### src/rtl/minimig_cpu_pkg.sv
// -----------------------------------------------------------------------------
// minimig_cpu_pkg
// Definitions shared by the CPU-side interrupt receiver: vector numbers, the
// NMI priority level, the acknowledge FSM state encoding and a small helper
// that turns a priority level into its 68000 autovector number.
// -----------------------------------------------------------------------------
package minimig_cpu_pkg;

    // Autovectors 25..31 (0x19..0x1F) map to levels 1..7; 0x18 is "spurious".
    localparam logic [7:0] AUTOVEC_BASE = 8'h18;
    localparam logic [7:0] SPURIOUS_VEC = 8'h18;
    localparam logic [2:0] IPL_NMI      = 3'd7;

    typedef enum logic [1:0] {
        IACK_IDLE = 2'd0,
        IACK_WAIT = 2'd1,
        IACK_DONE = 2'd2
    } iack_state_e;

    function automatic logic [7:0] autovector(input logic [2:0] lvl);
        return AUTOVEC_BASE + {5'd0, lvl};
    endfunction

endpackage

### src/rtl/ipl_filter.sv
// -----------------------------------------------------------------------------
// ipl_filter
// Synchronises the active-low interrupt priority lines into the clk domain and
// filters them so that only a level seen on two consecutive clk7_en samples
// is forwarded.
//
// Ports:
//   clk         bus clock
//   _reset      asynchronous active-low reset
//   clk7_en     clock enable; the chain and filter only advance when high
//   _ipl        active-low priority level from the interrupt controller
//   stable_lvl  filtered, active-high priority level (0 = none)
// -----------------------------------------------------------------------------
module ipl_filter #(
    parameter int SYNC_STAGES = 2
) (
    input  logic       clk,
    input  logic       _reset,
    input  logic       clk7_en,
    input  logic [2:0] _ipl,
    output logic [2:0] stable_lvl
);

    logic [2:0] raw_lvl;
    logic [2:0] next_lvl;
    logic [2:0] stable_q;

    genvar gi;
    generate
        for (gi = 0; gi < SYNC_STAGES; gi++) begin : g_sync
            logic [2:0] stage_q;
            logic [2:0] stage_in;
            if (gi == 0) begin : g_first
                assign stage_in = _ipl;
            end else begin : g_next
                assign stage_in = g_sync[gi-1].stage_q;
            end
            // Released lines are high, so reset loads "no interrupt".
            always_ff @(posedge clk or negedge _reset) begin
                if (!_reset) begin
                    stage_q <= 3'b111;
                end else if (clk7_en) begin
                    stage_q <= stage_in;
                end
            end
        end

        // The two samples being compared are the one at the chain output and
        // the one directly behind it, so the filter adds a single tick of
        // latency. A one-deep chain has to look at the pin itself.
        if (SYNC_STAGES > 1) begin : g_look_chain
            assign next_lvl = ~g_sync[SYNC_STAGES-2].stage_q;
        end else begin : g_look_pin
            assign next_lvl = ~_ipl;
        end
    endgenerate

    assign raw_lvl = ~g_sync[SYNC_STAGES-1].stage_q;

    always_ff @(posedge clk or negedge _reset) begin
        if (!_reset) begin
            stable_q <= 3'd0;
        end else if (clk7_en && (raw_lvl == next_lvl)) begin
            stable_q <= raw_lvl;
        end
    end

    assign stable_lvl = stable_q;

endmodule

### src/rtl/cpu_ipl_receiver.sv
// -----------------------------------------------------------------------------
// cpu_ipl_receiver
// CPU-side end of the interrupt path: filters _ipl, detects the level-7 edge,
// compares against the SR mask, raises int_req/int_level and runs the
// interrupt-acknowledge handshake that returns an autovector or the spurious
// vector after ACK_DELAY clk7_en ticks.
//
// Ports:
//   clk, _reset, clk7_en    clock, async active-low reset, 7 MHz enable
//   _ipl[2:0]               active-low priority level (interrupt controller)
//   sr_mask[2:0]            SR interrupt mask from the core
//   iack_req, iack_level    start of an IACK cycle and the level acknowledged
//   int_req, int_level      registered interrupt request towards the core
//   iack_busy               acknowledge in progress
//   iack_done               one-tick pulse, vector/spurious valid
//   vector[7:0], spurious   returned vector number and its qualifier
// -----------------------------------------------------------------------------
module cpu_ipl_receiver
    import minimig_cpu_pkg::*;
#(
    parameter int SYNC_STAGES = 2,
    parameter int ACK_DELAY   = 3
) (
    input  logic       clk,
    input  logic       _reset,
    input  logic       clk7_en,
    input  logic [2:0] _ipl,
    input  logic [2:0] sr_mask,
    input  logic       iack_req,
    input  logic [2:0] iack_level,
    output logic       int_req,
    output logic [2:0] int_level,
    output logic       iack_busy,
    output logic       iack_done,
    output logic [7:0] vector,
    output logic       spurious
);

    localparam logic [3:0] ACK_LOAD = 4'(ACK_DELAY);

    logic [2:0]  stable_lvl;
    logic [2:0]  stable_prev_q;
    logic        nmi_pend_q, nmi_pend_d;
    logic        nmi_set, nmi_clr, match;
    logic        int_req_q, int_req_d;
    logic [2:0]  int_level_q, int_level_d;
    iack_state_e state_q, state_d;
    logic [3:0]  cnt_q, cnt_d;
    logic [2:0]  lvl_q, lvl_d;
    logic [7:0]  vector_q, vector_d;
    logic        spurious_q, spurious_d;

    ipl_filter #(.SYNC_STAGES(SYNC_STAGES)) u_filter (
        .clk        (clk),
        ._reset     (_reset),
        .clk7_en    (clk7_en),
        ._ipl       (_ipl),
        .stable_lvl (stable_lvl)
    );

    always_comb begin
        state_d    = state_q;
        cnt_d      = cnt_q;
        lvl_d      = lvl_q;
        vector_d   = vector_q;
        spurious_d = spurious_q;
        nmi_clr    = 1'b0;

        nmi_set = (stable_lvl == IPL_NMI) && (stable_prev_q != IPL_NMI);
        // Only consumed on the WAIT->DONE step, so a level that went away
        // while the core waited is reported as spurious.
        match   = ((lvl_q == IPL_NMI) && nmi_pend_q) ||
                  ((lvl_q == stable_lvl) && (lvl_q != 3'd0));

        case (state_q)
            IACK_IDLE: begin
                if (iack_req) begin
                    lvl_d   = iack_level;
                    cnt_d   = ACK_LOAD;
                    state_d = IACK_WAIT;
                end
            end
            IACK_WAIT: begin
                if (cnt_q == 4'd1) begin
                    state_d    = IACK_DONE;
                    vector_d   = match ? autovector(lvl_q) : SPURIOUS_VEC;
                    spurious_d = ~match;
                    nmi_clr    = match && (lvl_q == IPL_NMI);
                end else begin
                    cnt_d = cnt_q - 4'd1;
                end
            end
            IACK_DONE: state_d = IACK_IDLE;
            default:   state_d = IACK_IDLE;
        endcase

        // A fresh 0->7 edge on the same tick as the clear keeps the NMI alive.
        if (nmi_set) begin
            nmi_pend_d = 1'b1;
        end else if (nmi_clr) begin
            nmi_pend_d = 1'b0;
        end else begin
            nmi_pend_d = nmi_pend_q;
        end

        // A held level 7 requests only through nmi_pend, so it is excluded
        // from the mask compare; otherwise it would re-request forever.
        int_req_d   = 1'b0;
        int_level_d = 3'd0;
        if (nmi_pend_d) begin
            int_req_d   = 1'b1;
            int_level_d = IPL_NMI;
        end else if ((stable_lvl != IPL_NMI) && (stable_lvl > sr_mask)) begin
            int_req_d   = 1'b1;
            int_level_d = stable_lvl;
        end
    end

    always_ff @(posedge clk or negedge _reset) begin
        if (!_reset) begin
            stable_prev_q <= 3'd0;
            nmi_pend_q    <= 1'b0;
            int_req_q     <= 1'b0;
            int_level_q   <= 3'd0;
            state_q       <= IACK_IDLE;
            cnt_q         <= 4'd0;
            lvl_q         <= 3'd0;
            vector_q      <= 8'd0;
            spurious_q    <= 1'b0;
        end else if (clk7_en) begin
            stable_prev_q <= stable_lvl;
            nmi_pend_q    <= nmi_pend_d;
            int_req_q     <= int_req_d;
            int_level_q   <= int_level_d;
            state_q       <= state_d;
            cnt_q         <= cnt_d;
            lvl_q         <= lvl_d;
            vector_q      <= vector_d;
            spurious_q    <= spurious_d;
        end
    end

    assign int_req   = int_req_q;
    assign int_level = int_level_q;
    assign iack_busy = (state_q != IACK_IDLE);
    assign iack_done = (state_q == IACK_DONE);
    assign vector    = vector_q;
    assign spurious  = spurious_q;

endmodule

### config.mk
export PLATFORM = sky130hd
export DESIGN_NAME = cpu_ipl_receiver
export DESIGN_NICKNAME = d
export VERILOG_FILES = /design/src/rtl/minimig_cpu_pkg.sv /design/src/rtl/ipl_filter.sv /design/src/rtl/cpu_ipl_receiver.sv
export SDC_FILE = /design/constraint.sdc
export NUM_CORES = 1
export LEC_CHECK = 0
export ABC_AREA = 1
export CORE_MARGIN = 3
export CORE_UTILIZATION = 40
export CTS_BUF_LIST = sky130_fd_sc_hd__clkbuf_4 sky130_fd_sc_hd__clkbuf_8
export CTS_CLUSTER_SIZE = 14
export DETAILED_ROUTE_END_ITERATION = 8
export PLACE_DENSITY = 0.7
export SLEW_MARGIN = 10
export SYNTH_ARGS = -nofsm -noshare
export SYNTH_HDL_FRONTEND = slang
export SYNTH_SLANG_ARGS = --single-unit
### constraint.sdc
create_clock -name clk -period 1.4 [get_ports clk]
set_clock_uncertainty 0.1 [all_clocks]
set_input_delay 0.28 -clock clk [delete_from_list [all_inputs] [get_ports clk]]
set_output_delay 0.28 -clock clk [all_outputs]
set_load 0.05 [all_outputs]
==> results.sh, run 1 <==
export IMPL_final_nets=264
export IMPL_finalPower_w=0.00552
export IMPL_ys_ff_latch=31
export IMPL_rsz0062_at_grt="true"
export IMPL_cp_depth=3
export IMPL_synth_edf_count=0
export IMPL_num_antenna_cells=0
export IMPL_syn_avg_cell_area_um2=7.95
export IMPL_cp_slowest_cell="dfrtp_2"
export IMPL_drc=0
export IMPL_cp_slowest_stage_delay_ps=440
export IMPL_clock_root_buffer="clkbuf_8"
export IMPL_crit_path_start_kind="register"
export IMPL_clockPowerShare_pct=16.6
export IMPL_coreArea_um2=3720
export IMPL_maxSlewViolCount=0
export IMPL_rr_worst_depth=8
export IMPL_crit_type="reg -> out"
export IMPL_ys_seq_area_share_pct=50.0
export IMPL_end_kind="output pin"
export IMPL_ir_drop_mv=0.901
export IMPL_failed_checks="setup timing"
export IMPL_area_growth_pct=53.4
export IMPL_required_ps=1020
export IMPL_first_global_vias=1389
export IMPL_antenna_found_initial=0
export IMPL_place_congestion=0.816
export IMPL_path_max_fanout=3
export IMPL_grt_overflow_total=0
export IMPL_grt_max_degree=32
export IMPL_async_flop_share_pct=100
export IMPL_clkTransAtPathRegs_ps=70
export IMPL_die_w_um=68.6
export IMPL_layout_setup_ws_ps=-63.6
export IMPL_cp_top_family="flip-flops"
export IMPL_synth_cells=197
export IMPL_die_h_um=68.6
export IMPL_vias_per_cell=4.81
export IMPL_dr_pass1_iters=4
export IMPL_maxCapViolCount=0
export IMPL_netlist_area_um2=1570
export IMPL_pwr_share_comb_pct=54.3
export IMPL_port_buffers=24
export IMPL_status="finished, violations left"
export IMPL_power_switching_w=0.00231
export IMPL_initialDrtViolationCount=48
export IMPL_htree_levels=2
export IMPL_max_freq_mhz=683
export IMPL_finalHoldViolCount=0
export IMPL_ys_types=24
export IMPL_p_leak_nw=1.20
export IMPL_grtUsageTotal_pct=17.1
export IMPL_postCtsHoldBufs=0
export IMPL_yosysWarnings=0
export IMPL_final_period_utilization_pct=105
export IMPL_cts_sinks=31
export IMPL_hpwl_um=2370
export IMPL_cts_buffer_depth=2
export IMPL_pwr_share_seq_pct=29.0
export IMPL_clkLatencyLatePin_ps=290
export IMPL_cts_inserted_buffers=5
export IMPL_fin_crit_ps=1460
export IMPL_routed_wl_um=3620
export IMPL_route_vias_total=1419
export IMPL_grt_pass1_wl_um=5950
export IMPL_holdWs_ps=256
export IMPL_hp_class="in -> async"
export IMPL_drive_above_1_share_pct=35.2
export IMPL_swShare_pct=41.8
export IMPL_cts_tree="built"
export IMPL_critPathBufInv=2
export IMPL_start_util_pct=42.2
export IMPL_setup_viol=10
export IMPL_path_cells="buf_6, nor2_4, buf_12"
export IMPL_powerDensity_nw_per_um2=2300
export IMPL_arrival_ps=1080
export IMPL_synth_top_flop_cell="dfrtp_1"
export IMPL_p_int_w=0.00322
export IMPL_wl_per_cell_um=12.3
export IMPL_num_io_pins=28
export IMPL_die_area_um2=4700
export IMPL_fp_row_count=22
export IMPL_ant_nets=0
-- layer usage --
layer	track usage (%)	share of wire, %
met1	20.7	44
met2	28.7	49
met5	0	0
met4	5.96	1.3
met3	5.02	5.8
-- per-stage QoR --
| stage | util, % | TNS (ps) | instances | instance area [um^2] | setup WS [ps] |
|---|---|---|---|---|---|
| after floorplan | - | 0 | 199 | 1580 | 11.9 |
| after global placement | 55.8 | -5680 | 279 | 2070 | -435 |
| after detailed placement | 55.8 | -5960 | 279 | 2070 | -472 |
| after CTS | 62.3 | -80.8 | 293 | 2310 | -43.8 |
| after global routing | 64.7 | -1300 | 295 | 2400 | -133 |
| final | 64.7 | -203 | 295 | 2400 | -63.6 |
-- state kept, by name, indices dropped and copies added (netlist names) --
register and flops:
cnt_q 4, int_level 3, int_req 1, lvl_q 3, nmi_pend_q 1, spurious 1, stable_prev_q 3, state_q 2
u_filter.g_sync.stage_q 6, u_filter.stable_lvl 3, vector 4
-- synth_stat cells, types with 2 or more instances --
library cell  instances  area [um^2]
inv_1                24         90.1
o21ai_0              16         80.1
nor2_1               17         63.8
o21ai_1               4         20.0
ha_1                  5         62.6
buf_4                 4         30.0
nand3_1              10         50.1
nand2_1              64          240
xor2_1                2         17.5
inv_2                 4         15.0
dfrtp_1              25          626
dfstp_2               6          158
a21oi_1               4         20.0
buf_2                 2         10.0
-- cells in the final DEF (no fill, tap or decap), types with 2 or more instances in the layout --
cell type	count
dfstp_2	6
clkdlybuf4s50_1	8
inv_2	8
dlygate4sd2_1	2
a21oi_1	3
dfrtp_2	2
nor2_2	3
inv_1	19
conb_1	3
clkbuf_8	6
dfrtp_1	23
xor2_1	2
ha_4	3
nand3_1	6
ha_1	2
nand2_4	2
nand2_2	8
buf_4	16
nor2_4	3
o21ai_1	7
nand3_2	3
nand2_1	55
nor2_1	12
buf_6	5
o21ai_0	12
buf_12	13
dlymetal6s2s_1	2
-- area by class of cell --
type                       count  area, um^2
clock inverter                 2        35.0
sequential                    31         786
tap                           48        60.1
inverter                      28         108
multi-input combinational    134         773
clock buffer                   6        82.6
fill                         307        1310
timing repair buffer          46         559
-- worst register-to-register path, delay by kind of cell, from the launching register on --
family,cells,cell delay [ps]
flip-flops,1,420
adder cells (fa/ha/maj),1,300
AND/OR/NAND/NOR,6,470
buffers and inverters,1,50
-- kinds of logic (layout without fill, tap and decap cells) --
| group | Yosys count | in the layout | synth area share (%) |
|---|---|---|---|
| buffers and inverters | 34 | 82 | 9.27 |
| xor gates and xnor gates | 2 | 2 | 1.12 |
| other | 1 | 3 | 0.239 |
| DFF | 31 | 31 | 50.0 |
| adders and majority gates | 5 | 5 | 3.99 |
| AOI/OAI and AO/OA | 26 | 26 | 8.63 |
| and+or+nand+nor | 97 | 97 | 26.0 |
| muxes | 1 | 1 | 0.719 |
-- final timing paths --
path | from | endpoint | slack (ps)
setup / recovery | state_q[0]$_DFFE_PN0P_ | iack_done | -60
hold reg to reg | stable_prev_q[2]$_DFFE_PN0P_ | stable_prev_q[2]$_DFFE_PN0P_ | 380
hold / removal | _reset | cnt_q[0]$_DFFE_PN0P_ | 260
min in group clk | stable_prev_q[2]$_DFFE_PN0P_ | stable_prev_q[2]$_DFFE_PN0P_ | 380
setup reg to reg | u_filter.stable_lvl[2]$_DFFE_PN0P_ | int_req$_DFFE_PN0P_ | -40
max in group asynchronous | _reset | u_filter.g_sync[1].stage_q[1]$_DFFE_PN1P_ | 700
-- repair_timing --
action	CTS	global route
cloned	0	0
buffers inserted	7	2
endpoints found under the setup margin	14	21
pin swaps	6	15
gates resized for setup	24	24
-- power groups by stage --
stage,registers (W),logic (W),clock network (W)
after floorplan,0.00194,0.00114,0
after global placement,0.00156,0.00247,0
after detailed placement,0.00157,0.00252,0
after CTS,0.00157,0.00281,0.000942
after global routing,0.00164,0.00327,0.000982
final,0.00160,0.00300,0.000919
Note: power is estimated with default switching activity, not from simulation.
==> inputs of run 2 (changes only) <==
- CELL_PAD_IN_SITES_DETAIL_PLACEMENT: default -> 0
- CELL_PAD_IN_SITES_GLOBAL_PLACEMENT: default -> 1
- CORE_UTILIZATION: 40 -> 36
- PLACE_DENSITY: 0.7 -> 0.82
==> run 2 against run 1 <==
Compared with the run above: the run still ends with setup timing left; critical endpoint unchanged; sequential power is essentially flat; critical path depth is the same; count of clock-buffer cells in the layout grew 2; total power shrank 1.0%; register-to-register slack gained 30 ps; fmax shrank 0.15%; die area grew 10%; global-route usage shrank 2.9 points; cell count grew 0.34%; via count shrank 2.4%.
==> results.sh, run 2 (synthesis gave the netlist of run 1 again) <==
export IMPL_arrival_ps=1090
export IMPL_status="finished, violations left"
export IMPL_cts_sinks=31
export IMPL_fin_crit_ps=1470
export IMPL_largest_reg_flops=6
export IMPL_max_freq_mhz=682
export IMPL_coreArea_um2=4090
export IMPL_fp_row_count=23
export IMPL_area_sequential_um2=785
export IMPL_postCtsHoldBufs=0
export IMPL_grt_overflow_total=0
export IMPL_final_common_cell="nand2_1"
export IMPL_grt_pass1_wl_um=5600
export IMPL_antenna_found_initial=0
export IMPL_required_ps=1020
export IMPL_routed_wl_um=3520
export IMPL_vias_per_cell=4.68
export IMPL_cts_tree="built"
export IMPL_regMostFlops="u_filter.g_sync.stage_q"
export IMPL_dr_pass1_iters=4
export IMPL_p_leak_nw=1.19
export IMPL_tns_ps=-143
export IMPL_powerDensity_nw_per_um2=2260
export IMPL_end_kind="output pin"
export IMPL_cts_buffer_depth=2
export IMPL_hp_class="in -> async"
export IMPL_port_buffers=24
export IMPL_start_util_pct=38.3
export IMPL_die_area_um2=5180
export IMPL_rr_worst_depth=7
export IMPL_path_cells="buf_6, nor2_4, buf_12"
export IMPL_place_congestion=0.746
export IMPL_num_antenna_cells=0
export IMPL_cp_slowest_stage_delay_ps=440
export IMPL_multi_input_area_um2=818
export IMPL_grtUsageTotal_pct=14.2
export IMPL_route_vias_total=1385
export IMPL_clock_root_buffer="clkbuf_8"
export IMPL_crit_path_start_kind="register"
export IMPL_initialDrtViolationCount=71
export IMPL_rsz0062_at_grt="true"
export IMPL_clkLatencyLatePin_ps=280
export IMPL_failed_checks="setup timing"
export IMPL_drive_above_1_share_pct=35.8
export IMPL_cp_depth=3
export IMPL_finalHoldViolCount=0
export IMPL_cts_inserted_buffers=5
export IMPL_setup_viol=4
export IMPL_ant_nets=0
export IMPL_cp_top_family="flip-flops"
export IMPL_maxSlewViolCount=0
export IMPL_die_w_um=72.0
export IMPL_final_nets=263
export IMPL_grt_max_degree=32
export IMPL_fillCellCount=360
export IMPL_die_h_um=72.0
export IMPL_num_io_pins=28
export IMPL_area_growth_pct=54.6
export IMPL_crit_type="reg -> out"
export IMPL_first_global_vias=1276
export IMPL_cp_slowest_cell="dfrtp_2"
export IMPL_drc=0
export IMPL_layout_setup_ws_ps=-65.7
export IMPL_ir_drop_mv=1.34
export IMPL_utilization_pct=59.2
export IMPL_critPathBufInv=2
export IMPL_mostFrequentLayoutCells="nand2_1 (56), dfrtp_1 (24), inv_1 (19), buf_4 (17), buf_12 (13)"
export IMPL_hpwl_um=2400
export IMPL_path_max_fanout=3
export IMPL_htree_levels=2
export IMPL_maxCapViolCount=0
export IMPL_wl_per_cell_um=11.9
export IMPL_final_period_utilization_pct=105
export IMPL_clkTransAtPathRegs_ps=60
[run 2: cell type report]
class | count | share of cell area [%]
clock buffer | 8 | 4.29
tap | 50 | 2.58
sequential | 31 | 32.4
multi-input combinational | 134 | 33.8
timing repair buffer | 45 | 22.5
inverter | 28 | 4.44
[run 2: worst paths after layout]
path | start | to | slack [ps]
min | _reset | cnt_q[0]$_DFFE_PN0P_ | 260
min in group clk | stable_prev_q[1]$_DFFE_PN0P_ | stable_prev_q[1]$_DFFE_PN0P_ | 380
max reg2reg | state_q[0]$_DFFE_PN0P_ | vector[3]$_DFFE_PN0P_ | -10
max | state_q[0]$_DFFE_PN0P_ | iack_done | -70
max in group asynchronous | _reset | u_filter.g_sync[0].stage_q[0]$_DFFE_PN1P_ | 690
min reg2reg | stable_prev_q[1]$_DFFE_PN0P_ | stable_prev_q[1]$_DFFE_PN0P_ | 380
[run 2: timing repair]
item,4_1_cts,5_1_grt
gates cloned,0,0
setup endpoints to repair,12,22
buffers inserted,4,4
resized for setup,16,36
pin swaps,15,21
[run 2: layer usage]
metal  global-route usage, %  part of all wire [%]  vias to the layer above  routed length [um]
met5                       0                     0                        -                   0
met4                    6.05                   1.7                        0                  61
met3                    5.12                   4.7                        7                 164
met2                    23.1                    50                       28                1750
met1                    16.9                    44                      641                1550
li1                        -                     -                      709                   -
[run 2: stage by stage]
stage | power (W) | cells | hold slack, ps | worst slack [ps] | area (um^2)
floorplan | 0.00308 | 199 | -116 | 11.9 | 1580
global route | 0.00583 | 296 | 281 | -112 | 2420
global placement | 0.00406 | 282 | 356 | -441 | 2080
CTS | 0.00508 | 293 | 263 | -47.3 | 2250
detailed placement | 0.00410 | 282 | 361 | -472 | 2080
finish | 0.00547 | 296 | 256 | -65.7 | 2420
[run 2: where the power goes]
group,internal (W),switching (W)
Combinational,0.00142,0.00164
Clock,0.000468,0.000325
Sequential,0.00124,0.000367
Total,0.00314,0.00233
==> inputs of run 3 (changes only) <==
- CORE_MARGIN: 3 -> 4
==> run 3 against run 2 <==
Compared with the run above: the run still ends with setup timing left; critical path depth is the same; clock power shrank 5.8%; wire length shrank 2.2%; flip-flop and latch count is the same; design area shrank 2.1%; die area grew 5.6%; register-to-register slack gained 20 ps; largest power group unchanged.
==> results.sh, run 3 (synthesis gave the netlist of run 1 again) <==
export IMPL_end_kind="output pin"
export IMPL_clockPowerShare_pct=14.2
export IMPL_grtUsageTotal_pct=14.3
export IMPL_port_buffers=24
export IMPL_first_global_vias=1310
export IMPL_grt_pass1_wl_um=5870
export IMPL_drc=0
export IMPL_max_freq_mhz=703
export IMPL_cts_inserted_buffers=5
export IMPL_route_vias_total=1347
export IMPL_pwr_share_seq_pct=30.1
export IMPL_finalHoldViolCount=0
export IMPL_coreArea_um2=4120
export IMPL_cts_buffer_depth=2
export IMPL_area_sequential_um2=786
export IMPL_p_leak_nw=1.19
export IMPL_pre_cts_slack_ps=-472
export IMPL_pwr_share_comb_pct=55.7
export IMPL_path_max_fanout=3
export IMPL_place_congestion=0.797
export IMPL_num_antenna_cells=0
export IMPL_clkTransAtPathRegs_ps=70
export IMPL_tns_ps=-43.7
export IMPL_clkLatencyLatePin_ps=280
export IMPL_swShare_pct=42.4
export IMPL_setup_viol=2
export IMPL_crit_path_start_kind="register"
export IMPL_hp_class="in -> async"
export IMPL_wl_per_cell_um=11.5
export IMPL_cts_tree="built"
export IMPL_power_switching_w=0.00223
export IMPL_utilization_pct=57.6
export IMPL_final_common_cell="nand2_1"
export IMPL_hpwl_um=2420
export IMPL_ant_nets=0
export IMPL_regMostFlops="u_filter.g_sync.stage_q"
export IMPL_start_util_pct=38.1
export IMPL_mostFrequentLayoutCells="nand2_1 (54), dfrtp_1 (23), buf_4 (20), inv_1 (19), buf_12 (13)"
export IMPL_routed_wl_um=3440
export IMPL_maxSlewViolCount=0
export IMPL_fin_crit_ps=1420
export IMPL_drive_above_1_share_pct=35.1
export IMPL_layout_setup_ws_ps=-22.6
export IMPL_cts_sinks=31
export IMPL_powerDensity_nw_per_um2=2220
export IMPL_crit_type="reg -> out"
export IMPL_rsz0062_at_grt="true"
export IMPL_final_period_utilization_pct=102
export IMPL_maxCapViolCount=0
export IMPL_status="finished, violations left"
export IMPL_largest_reg_flops=6
export IMPL_die_w_um=74.0
export IMPL_num_io_pins=28
export IMPL_required_ps=1020
export IMPL_antenna_found_initial=0
export IMPL_die_area_um2=5470
export IMPL_failed_checks="setup timing"
export IMPL_grt_overflow_total=0
export IMPL_initialDrtViolationCount=76
export IMPL_area_growth_pct=51.4
export IMPL_fp_row_count=23
export IMPL_ir_drop_mv=0.982
export IMPL_htree_levels=2
export IMPL_final_nets=265
export IMPL_clock_root_buffer="clkbuf_8"
export IMPL_p_int_w=0.00304
export IMPL_vias_per_cell=4.52
export IMPL_dr_pass1_iters=4
export IMPL_die_h_um=74.0
export IMPL_fillCellCount=365
export IMPL_arrival_ps=1040
export IMPL_grt_max_degree=32
export IMPL_multi_input_area_um2=767
[run 3: power by group through the flow]
stage               Combinational, W  Clock (W)  Sequential, W
floorplan                    0.00114          0        0.00194
global placement             0.00254          0        0.00156
detailed placement           0.00257          0        0.00157
CTS                          0.00277   0.000765        0.00158
global route                 0.00322   0.000816        0.00164
finish                       0.00294   0.000747        0.00159
[run 3: path summary, 6_finish.rpt]
kind,slack (ps),cells after the start,startpoint,to
min in group clk,290,2,clk7_en,state_q[0]$_DFFE_PN0P_
max,-20,3,state_q[1]$_DFFE_PN0P_,iack_busy
max reg2reg,10,9,cnt_q[1]$_DFFE_PN0P_,int_level[2]$_DFFE_PN0P_
min reg2reg,380,2,stable_prev_q[0]$_DFFE_PN0P_,stable_prev_q[0]$_DFFE_PN0P_
max in group asynchronous,690,2,_reset,u_filter.g_sync[0].stage_q[0]$_DFFE_PN1P_
min,270,2,_reset,spurious$_DFFE_PN0P_
[run 3: cell type report]
| class | instances | area share [%] |
|---|---|---|
| inverters | 28 | 4.43 |
| flip-flops and latches | 31 | 33.1 |
| repair buffers | 47 | 23.4 |
| clock inverters | 1 | 0.211 |
| clock buffers | 7 | 3.80 |
| multi-input cells | 134 | 32.3 |
| well taps | 50 | 2.64 |
[run 3: metrics by stage]
stage	instance area, um^2	std cells	total power (W)	hold slack, ps
floorplan	1580	199	0.00308	-116
global placement	2110	285	0.00410	353
detailed placement	2110	285	0.00414	368
CTS	2290	296	0.00511	264
global route	2370	298	0.00567	260
finish	2370	298	0.00527	267
[run 3: critical path, stage by stage (launching register included)]
cell and delay [ps]:
dfrtp_2 420, nor2_2 140, inv_2 60, buf_12 140
[run 3: metal layers]
layer  GRT usage, %  vias to the layer above  part of all wire (%)
li1               -                      708                     -
met1           18.4                      609                    46
met2           22.4                       24                    49
met3           4.05                        6                   4.0
met4           6.64                        0                   1.7
met5              0                        -                     0
[run 3: timing repair]
action | in CTS | in global routing
hold buffers | 0 | 0
setup buffers | 4 | 2
pin swaps | 9 | 12
endpoints found under the hold margin | 0 | 0
setup endpoints to repair | 17 | 20
cloned | 0 | 0
resized for setup | 22 | 20
